[src/rtl/inst_fetch.sv]
// inst_fetch: instruction-fetch initiator with IF/ID pipeline register.
//
// Drives the instruction ROM (chip enable + byte address = PC) and captures
// the combinational ROM word into the IF/ID register. Handles stall, branch
// and flush redirects, raises a sticky fault on misaligned or out-of-range
// fetch addresses, and counts instructions delivered to decode.
//
// Ports:
//   clk              system clock, rising edge
//   rst              asynchronous active-low reset
//   stall_i          hold PC, IF/ID and counter
//   flush_i          redirect to new_pc_i (highest priority)
//   new_pc_i         flush target
//   branch_flag_i    taken branch from decode
//   branch_target_i  branch target
//   rom_ce_o         ROM chip enable
//   rom_addr_o       ROM byte address (the PC register)
//   rom_inst_i       ROM data word (combinational)
//   if_pc_o          IF/ID: PC of captured instruction
//   if_inst_o        IF/ID: captured instruction
//   if_valid_o       IF/ID contents valid
//   fetch_fault_o    sticky fetch fault flag
//   fault_pc_o       PC that caused the fault
//   fetch_cnt_o      delivered-instruction count (wraps)
module inst_fetch #(
    parameter logic [31:0] RESET_PC       = 32'h0000_0000,
    parameter int unsigned ROM_DEPTH_LOG2 = 17
) (
    input  logic        clk,
    input  logic        rst,
    input  logic        stall_i,
    input  logic        flush_i,
    input  logic [31:0] new_pc_i,
    input  logic        branch_flag_i,
    input  logic [31:0] branch_target_i,
    output logic        rom_ce_o,
    output logic [31:0] rom_addr_o,
    input  logic [31:0] rom_inst_i,
    output logic [31:0] if_pc_o,
    output logic [31:0] if_inst_o,
    output logic        if_valid_o,
    output logic        fetch_fault_o,
    output logic [31:0] fault_pc_o,
    output logic [31:0] fetch_cnt_o
);

    typedef enum logic [1:0] {
        S_BOOT,
        S_RUN,
        S_FAULT
    } state_t;

    state_t      state, state_nxt;
    logic [31:0] pc, pc_nxt;
    logic [31:0] if_pc, if_pc_nxt;
    logic [31:0] if_inst, if_inst_nxt;
    logic        if_valid, if_valid_nxt;
    logic        fault, fault_nxt;
    logic [31:0] fault_pc, fault_pc_nxt;
    logic [31:0] cnt, cnt_nxt;

    logic [29:0] pc_word;
    logic        pc_bad;

    // Out of range when any word-index bit at or above ROM_DEPTH_LOG2 is set.
    assign pc_word = pc[31:2];
    assign pc_bad  = (pc[1:0] != 2'b00) || ((pc_word >> ROM_DEPTH_LOG2) != '0);

    always_ff @(posedge clk or negedge rst) begin
        if (!rst) begin
            state    <= S_BOOT;
            pc       <= RESET_PC;
            if_pc    <= '0;
            if_inst  <= '0;
            if_valid <= 1'b0;
            fault    <= 1'b0;
            fault_pc <= '0;
            cnt      <= '0;
        end else begin
            state    <= state_nxt;
            pc       <= pc_nxt;
            if_pc    <= if_pc_nxt;
            if_inst  <= if_inst_nxt;
            if_valid <= if_valid_nxt;
            fault    <= fault_nxt;
            fault_pc <= fault_pc_nxt;
            cnt      <= cnt_nxt;
        end
    end

    always_comb begin
        state_nxt    = state;
        pc_nxt       = pc;
        if_pc_nxt    = if_pc;
        if_inst_nxt  = if_inst;
        if_valid_nxt = if_valid;
        fault_nxt    = fault;
        fault_pc_nxt = fault_pc;
        cnt_nxt      = cnt;

        unique case (state)
            S_BOOT: begin
                state_nxt = S_RUN;
            end
            S_RUN: begin
                if (flush_i) begin
                    pc_nxt       = new_pc_i;
                    if_pc_nxt    = '0;
                    if_inst_nxt  = '0;
                    if_valid_nxt = 1'b0;
                end else if (pc_bad && !stall_i) begin
                    state_nxt    = S_FAULT;
                    fault_nxt    = 1'b1;
                    fault_pc_nxt = pc;
                    if_valid_nxt = 1'b0;
                end else if (!stall_i) begin
                    // Capture the word at pc; a branch still keeps this delay slot.
                    if_inst_nxt  = rom_inst_i;
                    if_pc_nxt    = pc;
                    if_valid_nxt = 1'b1;
                    cnt_nxt      = cnt + 32'd1;
                    pc_nxt       = branch_flag_i ? branch_target_i : pc + 32'd4;
                end
            end
            S_FAULT: begin
                if (flush_i) begin
                    state_nxt = S_RUN;
                    pc_nxt    = new_pc_i;
                    fault_nxt = 1'b0;
                end
            end
            default: begin
                state_nxt = S_BOOT;
            end
        endcase
    end

    assign rom_ce_o      = (state == S_RUN);
    assign rom_addr_o    = pc;
    assign if_pc_o       = if_pc;
    assign if_inst_o     = if_inst;
    assign if_valid_o    = if_valid;
    assign fetch_fault_o = fault;
    assign fault_pc_o    = fault_pc;
    assign fetch_cnt_o   = cnt;

endmodule

[config.mk]
export PLATFORM = sky130hd
export DESIGN_NAME = inst_fetch
export DESIGN_NICKNAME = d
export VERILOG_FILES = /design/src/rtl/inst_fetch.sv
export SDC_FILE = /design/constraint.sdc
export NUM_CORES = 1
export LEC_CHECK = 0
export BUFFER_PORTS_ARGS = -buffer_cell sky130_fd_sc_hd__buf_2
export CELL_PAD_IN_SITES_DETAIL_PLACEMENT = 1
export CELL_PAD_IN_SITES_GLOBAL_PLACEMENT = 2
export CORE_MARGIN = 4
export CORE_UTILIZATION = 31
export CTS_CLUSTER_SIZE = 16
export DETAILED_ROUTE_END_ITERATION = 7
export HOLD_SLACK_MARGIN = 0.05
export PLACE_DENSITY_LB_ADDON = 0.1
export SLEW_MARGIN = 15
export SYNTH_ARGS = -nofsm -noshare
export SYNTH_HDL_FRONTEND = slang
export SYNTH_SLANG_ARGS = --single-unit
[constraint.sdc]
create_clock -name clk -period 2.6 [get_ports clk]
set_clock_uncertainty 0.15 [all_clocks]
set_input_delay 0.13 -clock clk [delete_from_list [all_inputs] [get_ports clk]]
set_output_delay 0.13 -clock clk [all_outputs]
set_load 0.03 [all_outputs]
Word-level counts from Yosys, hierarchy flattened
Index checks and enable logic that the tools add are counted.

Word-level logic and storage cells: 60. Bits in registers: 164. Bits of input ports: 101.

Reductions and logical operators: 14. Bitwise operators: 3. Equality and inequality tests: 10. Add/subtract/negate cells: 2. Multiplexer cells: 23.

Operators by type and width (count): $mux W32 (11); $pmux W32 S2 (1); $add A32 B1 Y32 const B (1); $add A32 B3 Y32 const B (1); $reduce_bool A30 Y1 (1); $reduce_and A4 Y1 (3); $reduce_and A3 Y1 (3); $mux W1 (6); $mux W2 (3); $ne A2 B2 Y1 const B (3); $ne A3 B3 Y1 const B (2); $pmux W2 S3 (1); $ne A2 B1 Y1 const B (2); $reduce_bool A2 Y1 (2); $ne A3 B1 Y1 const B (1); $not A1 Y1 (3); $eq A2 B1 Y1 const B (1); $eq A2 B2 Y1 const B (1); $logic_not A2 Y1 (1); $pmux W1 S2 (1); $reduce_and A2 Y1 (1); $logic_and A1 B1 Y1 (1); $logic_not A1 Y1 (1); $logic_or A1 B1 Y1 (1).

Logic depth before layout (Yosys ltp)
Gate-level depths: netlist (run 1).

Depth in word-level cells: 6. Depth in mapped cells: 9. Depth with buffers taken out: 7.

Least setup slack after synthesis (run 1)
OpenSTA, ideal clock, no wires.

Path kind: register to register. Start point: register pc[2] (netlist: rom_addr_o[2]). End point: register pc[28] (netlist: rom_addr_o[28]). Path slack: 0.096 ns. Path buffers: 1. Arrival: 2.217 ns. Cell stages (with the launch flop): 8. Data required time: 2.313 ns. Period minus slack after synthesis: 2.504 ns. Cells stage by stage: dfrtp_1 > ha_1 > nand2_1 > or4_4 > buf_6 > or3_1 > a222oi_1 > a21oi_1.

Cells in the longest elaborated chain, start to end: 6.

RTL lines: start, declared (RTL line 54) `logic [31:0] pc, pc_nxt;`; start signal, assigned (RTL line 81) `pc <= pc_nxt;`; $add A32 B3 Y32 (RTL line 122) `pc_nxt = branch_flag_i ? branch_target_i : pc + 32'd4;`; $mux W32 (RTL line 122); $mux W32 (RTL line 116) `end else if (!stall_i) begin`; $mux W32 (RTL line 111) `end else if (pc_bad && !stall_i) begin`; $mux W32 (RTL line 106) `if (flush_i) begin`; $pmux W32 S2 (RTL line 101) `unique case (state)`.

Every way passes these cells. The select of a mux whose other input is x is not followed. A chain may end at the register's enable or synchronous reset.

Worst setup path in the final report (run 1)
Start point: register state[0]. End point: register pc[27] (netlist: rom_addr_o[27]).

Cells in the longest elaborated chain, start to end: 3. Elaborated cells between the ends (all ways): 8. Those cells by class: 5 x eq/ne; 1 x mux; 2 x reduce/logical.

RTL lines: start, declared (RTL line 53) `state_t state, state_nxt;`; start signal, assigned (RTL line 80) `state <= state_nxt;`; $eq A2 B1 Y1 / $eq A2 B2 Y1 (equally long branches) (RTL line 101); $ne A3 B3 Y1 (no source line), or another cell as far along; $reduce_and A4 Y1 (no source line).

Parallel ways exist; a longest one is shown, timed or not.

==> results of run 1 <==
-- through the flow --
| stage | cells | cell area (sq um) | setup WS [ps] | hold WS (ps) |
|---|---|---|---|---|
| finish | 1411 | 11100 | 103 | 68.7 |
| global route | 1411 | 11100 | -31.9 | 92.8 |
| CTS | 1410 | 11100 | 41.9 | 50.5 |
| detailed placement | 1283 | 9550 | 52.9 | -36.7 |
| global placement | 1283 | 9550 | 204 | -39.5 |
| floorplan | 704 | 7580 | 96.3 | -316 |
-- flip-flops by register name, summed over array words and instances, names as in the netlist --
signal         cells
if_inst_o         32
if_valid_o         1
fetch_fault_o      1
state              2
fetch_cnt_o       32
fault_pc_o        32
rom_addr_o        32
if_pc_o           32
-- cell type report --
cell class | instances | area (sq um) | share of cell area, %
well taps | 319 | 399 | 3.60
clock buffers | 18 | 439 | 3.96
flip-flops and latches | 164 | 4100 | 37.0
multi-input cells | 479 | 3260 | 29.4
inverters | 12 | 45.0 | 0.406
repair buffers | 405 | 2710 | 24.5
clock inverters | 14 | 133 | 1.20
-- worst paths after layout --
check	startpoint	to	cells after the start	slack (ps)
setup / recovery	state[0]$_DFFE_PN0P_	rom_addr_o[27]$_DFFE_PN0P_	8	100
hold reg to reg	fault_pc_o[11]$_DFFE_PN0P_	fault_pc_o[11]$_DFFE_PN0P_	2	330
setup reg to reg	state[0]$_DFFE_PN0P_	rom_addr_o[27]$_DFFE_PN0P_	8	100
min in group clk	branch_target_i[21]	rom_addr_o[21]$_DFFE_PN0P_	4	80
max in group asynchronous	rst	state[0]$_DFFE_PN0P_	3	1530
hold / removal	rst	if_inst_o[4]$_DFFE_PN0P_	2	70
-- what timing repair did --
| action | CTS | global route |
|---|---|---|
| hold endpoints to repair | 230 | 0 |
| gates resized for setup | 0 | 1 |
| hold buffers | 95 | 0 |
| setup endpoints to repair | 0 | 17 |
-- cells by family after synthesis --
group	synth area share, %
compound gates	16.7
flops	54.1
xor+xnor	4.62
simple gates	15.2
mux	4.74
buf+inv	3.60
fa+ha+maj	0.990
-- cells in the final DEF, fill, tap and decap left out, drive strengths merged, types with 4 or more instances in the layout --
cell type    count
buf            310
dfrtp          164
dlygate4sd3     95
nand2           61
a22o            49
o21ai           39
nor2            35
mux2            31
a21oi           25
xor2            22
inv             22
nor3            21
nor4            19
nand3           18
xnor2           18
clkbuf          18
and2            17
nand4           16
a22oi            9
and3             8
or3              8
a31oi            8
ha               6
or4              6
o22ai            5
o31a             5
o31ai            5
and4             5
o211ai           4
a221oi           4
-- power groups by stage --
stage / Sequential, mW / Clock (mW) / Combinational [mW]
floorplan: 4.57 / 0 / 1.91
global placement: 3.50 / 0 / 4.78
detailed placement: 3.54 / 0 / 4.88
CTS: 3.50 / 2.56 / 5.02
global route: 3.57 / 2.67 / 5.45
finish: 3.50 / 2.48 / 5.06
-- metal layers --
metal	routed length, um	share of wire [%]	vias up	track usage, %
li1	-	-	3337	-
met1	12100	43	3634	25.8
met2	14500	51	206	36.7
met3	1480	5.2	20	3.99
met4	342	1.2	0	5.03
met5	0	0	-	0
-- critical path, delay by kind of cell, from the launching register on --
| kind | cells | cell delay [ps] |
|---|---|---|
| adder cells (fa/ha/maj) | 1 | 290 |
| buffers and inverters | 2 | 380 |
| flip-flops | 1 | 400 |
| AO/OA/AOI/OAI | 2 | 500 |
| AND/OR/NAND/NOR | 3 | 650 |
-- synthesized netlist by cell type, types with 3 or more instances --
cell type,instances
dfrtp_1,164
nand2_1,60
a22o_1,49
nor2_1,35
o21ai_0,35
mux2_2,30
clkbuf_1,26
a21oi_1,25
xor2_1,22
nor3_1,21
buf_2,18
nand3_1,18
xnor2_1,18
and2_1,17
nor4_1,17
nand4_1,15
inv_1,11
a22oi_1,9
a31oi_1,8
and3_1,8
or3_1,8
ha_1,6
and4_1,5
o22ai_1,5
o31a_1,5
o31ai_1,5
o211ai_1,4
o21ai_1,4
or4_1,4
a211o_1,3
nand2b_1,3
o22a_1,3
o2bb2ai_1,3
==> results.md, run 1 <==
- Sequential fraction of design power: 31.7%
- Ports: 264
- Crit-path slowest cell: dfrtp_1
- Avg WL per Cell: 20.1 um
- #FFs+latches synth: 164
- CP Launch Type: flop
- Port Buffer Count: 263
- Unrepaired setup endpoints after global routing: true
- CP arrival: 2660 ps
- Die area: 0.0270 sq mm
- Logic gate share of total power: 45.8%
- DRC: 0
- Hold Path Class: input port to asynchronous set/reset pin
- Cell Int Power: 6.17 mW
- Area Growth Syn to Fin: 46.3%
- Clock power share: 22.5%
- Final Net Count: 1,186
- Drt first pass iters: 5
- Mapped cell area: 0.00758 sq mm
- Critical Path RT: 2760 ps
- Fillcell total: 2,714
- Vias in the first global route: 7,898
- Diodes inserted: 0
- Final wirelength: 28.4 mm
- CP max FO: 22
- Layout cell share with drive strength beyond 1: 35.8%
- Fmax: 400 MHz
- Setup tns final: 0 ps
- Initial Util: 31.9%
- HPWL after DPL: 19.8 mm
- Worst-path cell chain: inv_1 -> ha_1 -> nand2b_1 -> nor2_1 -> a211o_1 -> buf_4 -> nor2_1 -> a311oi_1
- Sw Pwr: 4.87 mW
- Critical path type: flop to flop
- Maxcap violations: 0
- Final min period: 2500 ps
- Die W: 164 um
- Post-synth EDFFs: 0
- CTS root buf: clkbuf_16
- Worst Max-Slew Pin Slew: 913 ps
- Antenna violations before repair: 0
- Yosys top cell by area: dfrtp_1
- Headroom to the max-slew limit: 39.0%
- Cell mode on critical path: nor2_1
- Final Hold Vio Count: 0
- Later-pin clock latency in the skew report: 430 ps
- H-Tree Depth: 4
- Period utilisation layout: 96.0%
- Worst-case clock buffer depth: 2
- Vias: 7,197
- Cell row count: 56
- Sw Share: 44.1%
- Leakage: 5.45 nW
- Register area share after synthesis: 54.1%
- Routed Antenna Nets: 0
- Gr usage total: 20.6%
- Status: complete, no violations
- Via density: 5.10
- Post-synthesis cell count: 704
- Synth cell types: 61
- CTS tree: yes
- Synth top area share: 54.1%
- CP endpoint kind: flop
- Post-layout util: 46.7%
- CTS clk-pin slew, worst paths: 70 ps
- Global placement routability congestion: 0.812
- CTS Sinks: 164
- CTS Buf Count: 17
- Synth area leaders: dfrtp_1, a22o_1, mux2_2
- Syn avg cell area: 10.8 sq um
- Yosys Warn Count: 0
- Core area: 0.0238 sq mm
- Post-CTS Setup Inserts: 0
- Final Max Slew Viols: 0
- Worst VDD drop: 0.482 mV
- PwrDens: 996 mW/mm^2
- Total gr overflow: 0
- Initial DRC Count: 374
- Synth Flop Type: dfrtp_1
- Post-synth ARST share: 100%
- Largest net degree at the start of global routing: 65
- Pwr Total: 11.0 mW
- Setup violators final: 0
- First-pass GRT wire length: 44.1 mm
- Syn nets: 811
- Die Y: 164 um
- Crit-path max cell delay: 400 ps
(Power assumes the default switching activity.)
==> inputs of run 2 (changes only) <==
CORE_UTILIZATION = 32   (was 31)
CTS_BUF_LIST = sky130_fd_sc_hd__clkbuf_2   (was not set)
PLACE_DENSITY_LB_ADDON = 0.15   (was 0.1)
==> results.md, run 2 (synthesis gave the netlist of run 1 again) <==
- Critical path type: flop to flop
- Post-CTS Setup Inserts: 0
- Vias: 7,515
- Setup violators final: 0
- Leakage: 5.64 nW
- Hold Path Class: input port to flop
- First-pass GRT wire length: 45.5 mm
- Setup tns final: 0 ps
- Via density: 5.03
- Later-pin clock latency in the skew report: 750 ps
- CP arrival: 3010 ps
- Fillcell total: 2,717
- Final min period: 2460 ps
- Worst VDD drop: 0.554 mV
- CTS Sinks: 164
- Most frequent cells in the layout: buf_2, dlygate4sd3_1, dfrtp_1
- Avg WL per Cell: 19.2 um
- CP max FO: 21
- CTS clk-pin slew, worst paths: 280 ps
- Period utilisation layout: 94.7%
- Vias in the first global route: 7,937
- Ports: 264
- Gr usage total: 21.7%
- CTS tree: yes
- Layout cell share with drive strength beyond 1: 33.5%
- Largest net degree at the start of global routing: 65
- Final wirelength: 28.6 mm
- Headroom to the max-slew limit: 64.4%
- Final Hold Vio Count: 0
- Min setup slack post-route: 138 ps
- Total gr overflow: 0
- Initial Util: 32.4%
- Die Y: 162 um
- Worst-case clock buffer depth: 2
- DRC: 0
- Critical Path RT: 3140 ps
- Die W: 162 um
- Fmax: 406 MHz
- Initial DRC Count: 306
- Final Net Count: 1,269
- Smallest hold slack: 126 ps
- Worst Max-Slew Pin Slew: 534 ps
- H-Tree Depth: 4
- Placed Area: 0.00954 sq mm
- CTS root buf: clkbuf_2
- Most common cell after layout, fill and taps aside: buf_2
- Maxcap violations: 0
- Final instance area: 0.0116 sq mm
- CP endpoint kind: flop
- CTS Buf Count: 17
- PwrDens: 869 mW/mm^2
- Cell row count: 56
- Port Buffer Count: 263
- Final Max Slew Viols: 0
- Die area: 0.0262 sq mm
- Unrepaired setup endpoints after global routing: false
- HPWL after DPL: 18.9 mm
- Status: complete, no violations
- Core area: 0.0234 sq mm
- Post-layout util: 49.4%
- CP Launch Type: flop
- Antenna violations before repair: 1
- Drt first pass iters: 4
- Area Growth Syn to Fin: 52.6%
- Dpl ws: 162 ps
- Global placement routability congestion: 0.772
- Routed Antenna Nets: 0
- Flop2flop setup slack: 140 ps
==> run 2: changes by cell type in the layout (fill, tap and decap cells not counted), sizes merged <==
cell / change
diode: +1
bufinv: +1
a211oi: -1
dlygate4sd3: +80
buf: +4
clkinv: +6
inv: -7
clkbuf: -1
==> run 2: timing repair <==
action | CTS | global route
endpoints found under the hold margin | 279 | 0
gates resized for setup | 0 | 3
endpoints found under the setup margin | 0 | 8
hold buffers | 176 | 0
==> run 2: through the flow <==
stage	cells	total power, mW
finish	1494	10.1
global route	1494	10.7
CTS	1493	10.1
detailed placement	1286	8.40
global placement	1286	8.39
floorplan	704	6.48
==> run 2: area by class of cell <==
class	instances	area [sq um]	area share (%)
sequential	164	4110	35.5
inverter	12	45.0	0.389
multi-input combinational	478	3250	28.1
clock buffer	17	85.1	0.736
tap	319	399	3.45
clock inverter	14	150	1.30
timing repair buffer	489	3530	30.5
antenna	1	2.50	0.0216
==> run 2: path summary, 6_finish.rpt <==
check / startpoint / to / cells after the start
worst max-delay path: state[0]$_DFFE_PN0P_ / rom_addr_o[9]$_DFFE_PN0P_ / 7
worst min-delay path: new_pc_i[12] / rom_addr_o[12]$_DFFE_PN0P_ / 4
worst max register to register: state[0]$_DFFE_PN0P_ / rom_addr_o[9]$_DFFE_PN0P_ / 7
worst min register to register: fetch_cnt_o[31]$_DFFE_PN0P_ / fetch_cnt_o[31]$_DFFE_PN0P_ / 1
max in group asynchronous: rst / rom_addr_o[16]$_DFFE_PN0P_ / 4
min in group asynchronous: rst / if_inst_o[3]$_DFFE_PN0P_ / 4
==> run 2: power breakdown <==
| part | internal (mW) | leakage [nW] | total [mW] | switching, mW |
|---|---|---|---|---|
| clock network | 0.376 | 0.139 | 1.42 | 1.04 |
| registers | 3.09 | 2.14 | 3.50 | 0.413 |
| logic | 1.90 | 3.36 | 5.13 | 3.23 |
| total | 5.36 | 5.64 | 10.1 | 4.69 |
==> run 2: critical path, stage by stage, from the launching register on <==
cell           delay [ps]
dfrtp_1               440
inv_1                  90
ha_1                  280
nor2_4                270
buf_4                 320
o211ai_1              140
dlygate4sd3_1         580
a31oi_1               170
==> run 2: routing by layer <==
layer / share of wire [%] / global-route usage [%]
met1: 44 / 28.0
met4: 1.9 / 6.07
met3: 4.6 / 4.14
met5: 0 / 0
met2: 49 / 37.3
